<file path="config.mk">
export PLATFORM = sky130hd
export DESIGN_NAME = initial_logic_flat
export DESIGN_NICKNAME = d
export VERILOG_FILES = /design/src/rtl/initial_logic_if.sv /design/src/rtl/initial_logic.sv /design/src/flat_wrapper.sv
export SDC_FILE = /design/constraint.sdc
export NUM_CORES = 1
export LEC_CHECK = 0
export CORE_MARGIN = 1.5
export CORE_UTILIZATION = 35
export CTS_CLUSTER_SIZE = 30
export DETAILED_ROUTE_END_ITERATION = 6
export GPL_TIMING_DRIVEN = 1
export PLACE_DENSITY = 0.76
export SLEW_MARGIN = 30
export SYNTH_ARGS = -nofsm -noshare
export SYNTH_HDL_FRONTEND = slang
export SYNTH_SLANG_ARGS = --single-unit
export TNS_END_PERCENT = 30
</file>
<file path="constraint.sdc">
create_clock -name clk -period 1.9 [get_ports clk]
set_input_delay 0.38 -clock clk [delete_from_list [all_inputs] [get_ports clk]]
set_output_delay 0.38 -clock clk [all_outputs]
set_load 0.005 [all_outputs]
</file>
<file path="src/rtl/initial_logic_if.sv">
// Bus between the routing block, the main input FIFO and the two VC FIFOs.
// The master modport is the routing block; the slave modport is the FIFO/status side.
interface initial_logic_if;
    logic [5:0] data_in_main;
    logic       empty_main;
    logic       almost_full_VC0;
    logic       almost_full_VC1;
    logic       full_VC0;
    logic       full_VC1;
    logic       pop_main;
    logic       push_VC0;
    logic       push_VC1;
    logic [5:0] data_out_VC0;
    logic [5:0] data_out_VC1;
    logic       error;
    logic       idle;
    logic [1:0] state;
    logic [7:0] count_VC0;
    logic [7:0] count_VC1;

    modport master (
        input  data_in_main, empty_main, almost_full_VC0, almost_full_VC1, full_VC0, full_VC1,
        output pop_main, push_VC0, push_VC1, data_out_VC0, data_out_VC1,
        output error, idle, state, count_VC0, count_VC1
    );

    modport slave (
        output data_in_main, empty_main, almost_full_VC0, almost_full_VC1, full_VC0, full_VC1,
        input  pop_main, push_VC0, push_VC1, data_out_VC0, data_out_VC1,
        input  error, idle, state, count_VC0, count_VC1
    );
endinterface

</file>
<file path="src/rtl/initial_logic.sv">
// Routes words from the main FIFO to one of two VC FIFOs, selected by one bit of each word.
// Push follows pop by one cycle; an overflow locks the block in ERROR until reset.
module initial_logic #(
    parameter int unsigned VC_SEL_BIT = 4
) (
    input logic            clk,
    input logic            reset_L,
    initial_logic_if.master bus
);

    typedef enum logic [1:0] {
        StReset  = 2'b00,
        StIdle   = 2'b01,
        StActive = 2'b10,
        StError  = 2'b11
    } state_e;

    state_e     state_q, state_d;
    logic       push_vc0_q, push_vc0_d;
    logic       push_vc1_q, push_vc1_d;
    logic [5:0] data_vc0_q, data_vc0_d;
    logic [5:0] data_vc1_q, data_vc1_d;
    logic [7:0] count_vc0_q, count_vc0_d;
    logic [7:0] count_vc1_q, count_vc1_d;
    logic       error_q, error_d;
    logic       idle_q, idle_d;

    logic dest;
    logic af_dest;
    logic overflow;
    logic pop;

    assign dest     = bus.data_in_main[VC_SEL_BIT];
    assign af_dest  = dest ? bus.almost_full_VC1 : bus.almost_full_VC0;
    assign overflow = (push_vc0_q & bus.full_VC0) | (push_vc1_q & bus.full_VC1);
    assign pop      = (state_q == StActive) & ~bus.empty_main & ~af_dest & ~overflow;

    always_comb begin
        state_d     = state_q;
        push_vc0_d  = 1'b0;
        push_vc1_d  = 1'b0;
        data_vc0_d  = data_vc0_q;
        data_vc1_d  = data_vc1_q;
        count_vc0_d = count_vc0_q;
        count_vc1_d = count_vc1_q;
        error_d     = error_q | overflow;

        if (pop) begin
            if (dest) begin
                push_vc1_d = 1'b1;
                data_vc1_d = bus.data_in_main;
            end else begin
                push_vc0_d = 1'b1;
                data_vc0_d = bus.data_in_main;
            end
        end

        // Counters track completed pushes and freeze on the overflowing one.
        if (!overflow) begin
            if (push_vc0_q) count_vc0_d = count_vc0_q + 8'd1;
            if (push_vc1_q) count_vc1_d = count_vc1_q + 8'd1;
        end

        unique case (state_q)
            StReset:  state_d = StIdle;
            StIdle:   if (!bus.empty_main) state_d = StActive;
            StActive: if (bus.empty_main) state_d = StIdle;
            StError:  state_d = StError;
        endcase

        if (overflow) state_d = StError;

        idle_d = (state_d == StIdle);
    end

    always_ff @(posedge clk) begin
        if (!reset_L) begin
            state_q     <= StReset;
            push_vc0_q  <= 1'b0;
            push_vc1_q  <= 1'b0;
            data_vc0_q  <= 6'h00;
            data_vc1_q  <= 6'h00;
            count_vc0_q <= 8'h00;
            count_vc1_q <= 8'h00;
            error_q     <= 1'b0;
            idle_q      <= 1'b0;
        end else begin
            state_q     <= state_d;
            push_vc0_q  <= push_vc0_d;
            push_vc1_q  <= push_vc1_d;
            data_vc0_q  <= data_vc0_d;
            data_vc1_q  <= data_vc1_d;
            count_vc0_q <= count_vc0_d;
            count_vc1_q <= count_vc1_d;
            error_q     <= error_d;
            idle_q      <= idle_d;
        end
    end

    assign bus.pop_main     = pop;
    assign bus.push_VC0     = push_vc0_q;
    assign bus.push_VC1     = push_vc1_q;
    assign bus.data_out_VC0 = data_vc0_q;
    assign bus.data_out_VC1 = data_vc1_q;
    assign bus.count_VC0    = count_vc0_q;
    assign bus.count_VC1    = count_vc1_q;
    assign bus.error        = error_q;
    assign bus.idle         = idle_q;
    assign bus.state        = state_q;

endmodule

</file>
<file path="src/flat_wrapper.sv">
// flat-port wrapper written by rule: the top's interface ports become plain ports
module initial_logic_flat 
#(
    parameter int unsigned VC_SEL_BIT = 4
)
  (clk, reset_L, bus_data_in_main, bus_empty_main, bus_almost_full_VC0, bus_almost_full_VC1, bus_full_VC0, bus_full_VC1, bus_pop_main, bus_push_VC0, bus_push_VC1, bus_data_out_VC0, bus_data_out_VC1, bus_error, bus_idle, bus_state, bus_count_VC0, bus_count_VC1);
  initial_logic_if bus_i ();
  input logic clk;
  input logic reset_L;
  input wire logic [$bits(bus_i.data_in_main)-1:0] bus_data_in_main;
  input wire logic [$bits(bus_i.empty_main)-1:0] bus_empty_main;
  input wire logic [$bits(bus_i.almost_full_VC0)-1:0] bus_almost_full_VC0;
  input wire logic [$bits(bus_i.almost_full_VC1)-1:0] bus_almost_full_VC1;
  input wire logic [$bits(bus_i.full_VC0)-1:0] bus_full_VC0;
  input wire logic [$bits(bus_i.full_VC1)-1:0] bus_full_VC1;
  output wire logic [$bits(bus_i.pop_main)-1:0] bus_pop_main;
  output wire logic [$bits(bus_i.push_VC0)-1:0] bus_push_VC0;
  output wire logic [$bits(bus_i.push_VC1)-1:0] bus_push_VC1;
  output wire logic [$bits(bus_i.data_out_VC0)-1:0] bus_data_out_VC0;
  output wire logic [$bits(bus_i.data_out_VC1)-1:0] bus_data_out_VC1;
  output wire logic [$bits(bus_i.error)-1:0] bus_error;
  output wire logic [$bits(bus_i.idle)-1:0] bus_idle;
  output wire logic [$bits(bus_i.state)-1:0] bus_state;
  output wire logic [$bits(bus_i.count_VC0)-1:0] bus_count_VC0;
  output wire logic [$bits(bus_i.count_VC1)-1:0] bus_count_VC1;
  assign bus_i.data_in_main = bus_data_in_main;
  assign bus_i.empty_main = bus_empty_main;
  assign bus_i.almost_full_VC0 = bus_almost_full_VC0;
  assign bus_i.almost_full_VC1 = bus_almost_full_VC1;
  assign bus_i.full_VC0 = bus_full_VC0;
  assign bus_i.full_VC1 = bus_full_VC1;
  assign bus_pop_main = bus_i.pop_main;
  assign bus_push_VC0 = bus_i.push_VC0;
  assign bus_push_VC1 = bus_i.push_VC1;
  assign bus_data_out_VC0 = bus_i.data_out_VC0;
  assign bus_data_out_VC1 = bus_i.data_out_VC1;
  assign bus_error = bus_i.error;
  assign bus_idle = bus_i.idle;
  assign bus_state = bus_i.state;
  assign bus_count_VC0 = bus_i.count_VC0;
  assign bus_count_VC1 = bus_i.count_VC1;
  initial_logic #(.VC_SEL_BIT(VC_SEL_BIT)) u_core (.clk(clk), .reset_L(reset_L), .bus(bus_i));
endmodule
</file>
---- After elaboration in Yosys (flattened, before gate mapping) ----
Index checks and enable logic that the tools add are counted.
storage, ports and cells
  output and inout bits ................... 35
  register bits ........................... 33
  bits of input ports ..................... 13
cells by class
  add/subtract/negate cells ............... 2
  equality and inequality tests ........... 4
  bitwise gates (word level) .............. 11
  muxes and demuxes ....................... 7
  reductions and logical operators ........ 6
operators by type and width
  operator                                       number
  adder 8 x 1 -> 8 bit, second input constant    2
  AND reduction 2 bit                            5
  one-hot mux 2 bit (4 select lines)             1
  two-way mux 2 bit                              3
  AND 1 bit                                      5
  == test 2 x 1 -> 1 bit, second input constant  2
  == test 2 bit, second input constant           2
  inverter 1 bit                                 4
  two-way mux 1 bit                              3
  logical NOT 2 bit                              1
  bitwise OR 1 bit                               2

---- Longest topological paths before layout ----
Gate-level depths: netlist of the first run.
  word-level depth ........................ 5
  depth in mapped cells ................... 5
  depth with buffers taken out ............ 5

---- Worst setup path after synthesis of the first run ----
No wires, ideal clock.
  kind .................................... in2out
  start ................................... input bus_full_VC0
  end ..................................... output bus_pop_main
  required time ........................... 1.520 ns
  arrival time ............................ 1.123 ns
  path slack .............................. 0.397 ns
  cell stages on the path ................. 3
  path through ............................ a22o_2 -> nor4b_4 -> o21a_1
on the way
  word-level cells in the longest chain between the ends .. 4
ends and longest elaborated chain
  what                             line                 source
  start, declared                  flat_wrapper.sv:14   input wire logic [$bits(bus_i.full_VC0)-1:0] bus_full_VC0;
  AND 1 bit                        initial_logic.sv:35  assign overflow = (push_vc0_q & bus.full_VC0) | (push_vc1_q & bus.full_VC1);
  bitwise OR 1 bit                 initial_logic.sv:35
  inverter 1 bit (no source line)  -
  AND 1 bit                        initial_logic.sv:36  assign pop = (state_q == StActive) & ~bus.empty_main & ~af_dest & ~overflow;
  end, declared                    flat_wrapper.sv:16   output wire logic [$bits(bus_i.pop_main)-1:0] bus_pop_main;
No other way between the ends.

---- Final worst setup path of the first run ----
Same ends and word-level chain as after synthesis.

==> results of run 1 <==
-- state kept, by name (all words and copies together), names as in the netlist --
name / flops
u_core.bus.data_out_VC0: 5
u_core.bus.error: 1
u_core.bus.count_VC1: 8
u_core.bus.count_VC0: 8
u_core.bus.push_VC1: 1
u_core.bus.state: 2
u_core.bus.idle: 1
u_core.bus.data_out_VC1: 6
u_core.bus.push_VC0: 1
-- per-layer routing --
layer  wire [um]  track usage (%)  up-vias
li1            -                -      620
met1        1290             15.3      536
met2        1340             23.4       38
met3         218             7.00        2
met4          13             3.83        0
met5           0                0        -
-- Yosys cell counts (all sizes together) (2+ instances only) --
master,count,area (sq um)
dfxtp,33,661
nand2,25,98.8
and2,15,95.1
mux2i,11,110
xor2,7,61.3
xnor2,6,52.6
nand3,5,25.0
a21boi,4,30.0
buf,4,26.3
nand4,4,40.0
nor2,4,15.0
and3,3,18.8
clkbuf,3,11.3
nor2b,3,18.8
nor4,3,18.8
ha,2,25.0
inv,2,7.51
nand2b,2,12.5
nor4b,2,38.8
o21a,2,15.0
-- worst max-delay path, stage by stage --
cell             delay, ns
clkdlybuf4s15_1       0.21
a22o_4                0.27
nor4b_4               0.24
o21a_1                0.15
buf_2                 0.10
-- timing repair --
item	CTS	global route
pin swaps	2	2
endpoints found under the setup margin	1	1
resized for setup	8	3
-- through the flow --
| stage | setup WS (ns) | total power (uW) | hold WS [ns] | cells | util, % |
|---|---|---|---|---|---|
| CTS | 0.000716 | 1330 | 0.467 | 260 | 53.8 |
| global placement | -0.498 | 814 | 0.443 | 253 | 51.4 |
| finish | 0.170 | 1310 | 0.463 | 260 | 53.7 |
| detailed placement | -0.478 | 815 | 0.454 | 253 | 51.4 |
| floorplan | 0.397 | 759 | 0.452 | 151 | - |
| global route | 0.0933 | 1380 | 0.478 | 260 | 53.7 |
-- area by class of cell --
cell class	instances	area, sq um	share of cell area [%]
sequential	33	662	30.8
timing repair buffer	60	576	26.8
clock buffer	7	86.3	4.02
inverter	2	7.51	0.349
multi-input combinational	108	756	35.2
tap	50	62.6	2.91
-- worst paths after layout --
check	end	slack, ns	cells past startpoint
max	bus_pop_main	0.17	5
min	u_core.bus.data_out_VC1[0]$_SDFFE_PN0P_	0.46	2
max reg2reg	u_core.bus.count_VC0[7]$_SDFFE_PN0P_	0.39	6
min reg2reg	u_core.bus.data_out_VC1[0]$_SDFFE_PN0P_	0.46	2
-- cells by family after synthesis --
| kind of cell | count (synthesis) | share of synthesized area, % |
|---|---|---|
| simple gates | 70 | 27.9 |
| flops | 33 | 45.1 |
| xor+xnor | 13 | 7.76 |
| mux | 11 | 7.51 |
| compound gates | 10 | 5.20 |
| buf+inv | 10 | 3.92 |
| fa+ha+maj | 3 | 2.39 |
| other cells | 1 | 0.256 |
-- where the power goes --
| part | internal, uW | leakage (uW) | switching, uW |
|---|---|---|---|
| Combinational | 57.0 | 0.000603 | 34.8 |
| Clock | 287 | 0.0000443 | 228 |
| Sequential | 699 | 0.000267 | 6.52 |
| Total | 1040 | 0.000915 | 269 |
==> run_results.csv, run 1 <==
group,metric,value,unit
cells_and_area,area_growth,46.6,%
setup_path,start_kind,"input pin",
cells_and_area,diodes,0,
yosys,ys_seq_area_share,45.1,%
yosys,netlist_instances,151,
timing,finalClockSkew,0.00302,ns
yosys,synth-warning-count,0,
timing,setup_violations,0,
yosys,yosys_most_used_dff,"dfxtp_1",
clocking,cts-hold-fix-buffers,0,
floorplan,die_area,4590,sq um
placed_design,port_buffers,46,
setup_path,rr_startpoint,"u_core.bus.push_VC0$_SDFF_PN0_",
cells_and_area,nFillCells,388,
routing,routed_wl,2870,um
routing,wl_per_cell,11.0,um
timing,tns,0,ns
clocking,cts_tree,"done",
routing,viasPerCell,4.60,
hold_path,hold_path_class,"reg2reg",
clocking,clkLatencyLatePin,0.27,ns
placed_design,placed_area,2060,sq um
cells_and_area,layout-drive-gt1-share,13.8,%
cells_and_area,final_cell_mix,"clkdlybuf4s50_1 (42), dfxtp_1 (32), nand2_1 (23), and2_1 (14), buf_4 (13)",
floorplan,die_h,67.7,um
setup_path,cp.required,1.52,ns
grt,antenna_found_initial,0,
cells_and_area,final_common_cell,"clkdlybuf4s50_1",
setup_path,arrival,1.35,ns
routing,drtIter0Drc,47,
routing,drc,0,
run,maxCapViolCount,0,
setup_path,critPathMaxFanout,2,
clocking,numCtsBuffers,5,
setup_path,critPathCaptureType,"output port",
floorplan,rows,23,
grt,grt_pass1_wl,4770,um
cells_and_area,num-nets-final,225,
power,vdd_ir_drop_max,0.355,mV
floorplan,core,4000,sq um
setup_path,critical_path_class,"in2out",
clocking,cts_root_buf,"clkbuf_8",
routing,vias,1196,
yosys,ys_types,37,
routing,detail-route-antenna-nets,0,
timing,report.final.slew_viol_count,0,
yosys,synth_nets,166,
grt,grt_usage,13.9,%
yosys,ys_seq_elements,33,
placed_design,place.detailed.hpwl,2110,um
clocking,ctsLongestPathBuffers,2,
timing,period_share,91.1,%
floorplan,ios,48,
yosys,synthArstFlopShare,0,%
clocking,clock_sinks,33,
floorplan,start_util,36.7,%
routing,drt_first_pass_iters,4,
setup_path,crit_start,"bus_full_VC0",
grt,first_global_vias,1146,
timing,min_period,1.73,ns
grt,grt_max_degree,40,
clocking,htreeDepth,2,
timing,hold_viol,0,
power,p_leak,0.000915,uW
yosys,synth_edf_count,0,
run_status,status,"finished, final reports clean",
timing,rsz0062_at_grt,"no",
placed_design,finalWeightedCongestion,0.783,
grt,grt_overflow,0,
power,powerDensity,611,nW/um^2
timing,fmax,0.578,GHz
cells_and_area,finish.instance_area,2150,sq um
clocking,postCtsSetupRepairBufs,0,
floorplan,die_x,67.7,um
yosys,syn_avg_cell_area,9.71,sq um
yosys,synth_area,1470,sq um
clocking,clk_pin_slew,0.06,ns
hold_path,hp-start,"u_core.bus.data_out_VC1[0]$_SDFFE_PN0P_",
(Power assumes the default switching activity.)
==> run 2: changes to the inputs <==
--- a/config.mk
+++ b/config.mk
@@ -11,6 +11,7 @@
 export DETAILED_ROUTE_END_ITERATION = 6
 export GPL_TIMING_DRIVEN = 1
 export PLACE_DENSITY = 0.76
+export SKIP_LAST_GASP = 1
 export SLEW_MARGIN = 30
 export SYNTH_ARGS = -nofsm -noshare
 export SYNTH_HDL_FRONTEND = slang
==> results of run 2 <==
The final DEF is identical to that of run 1; final timing and power are the same.
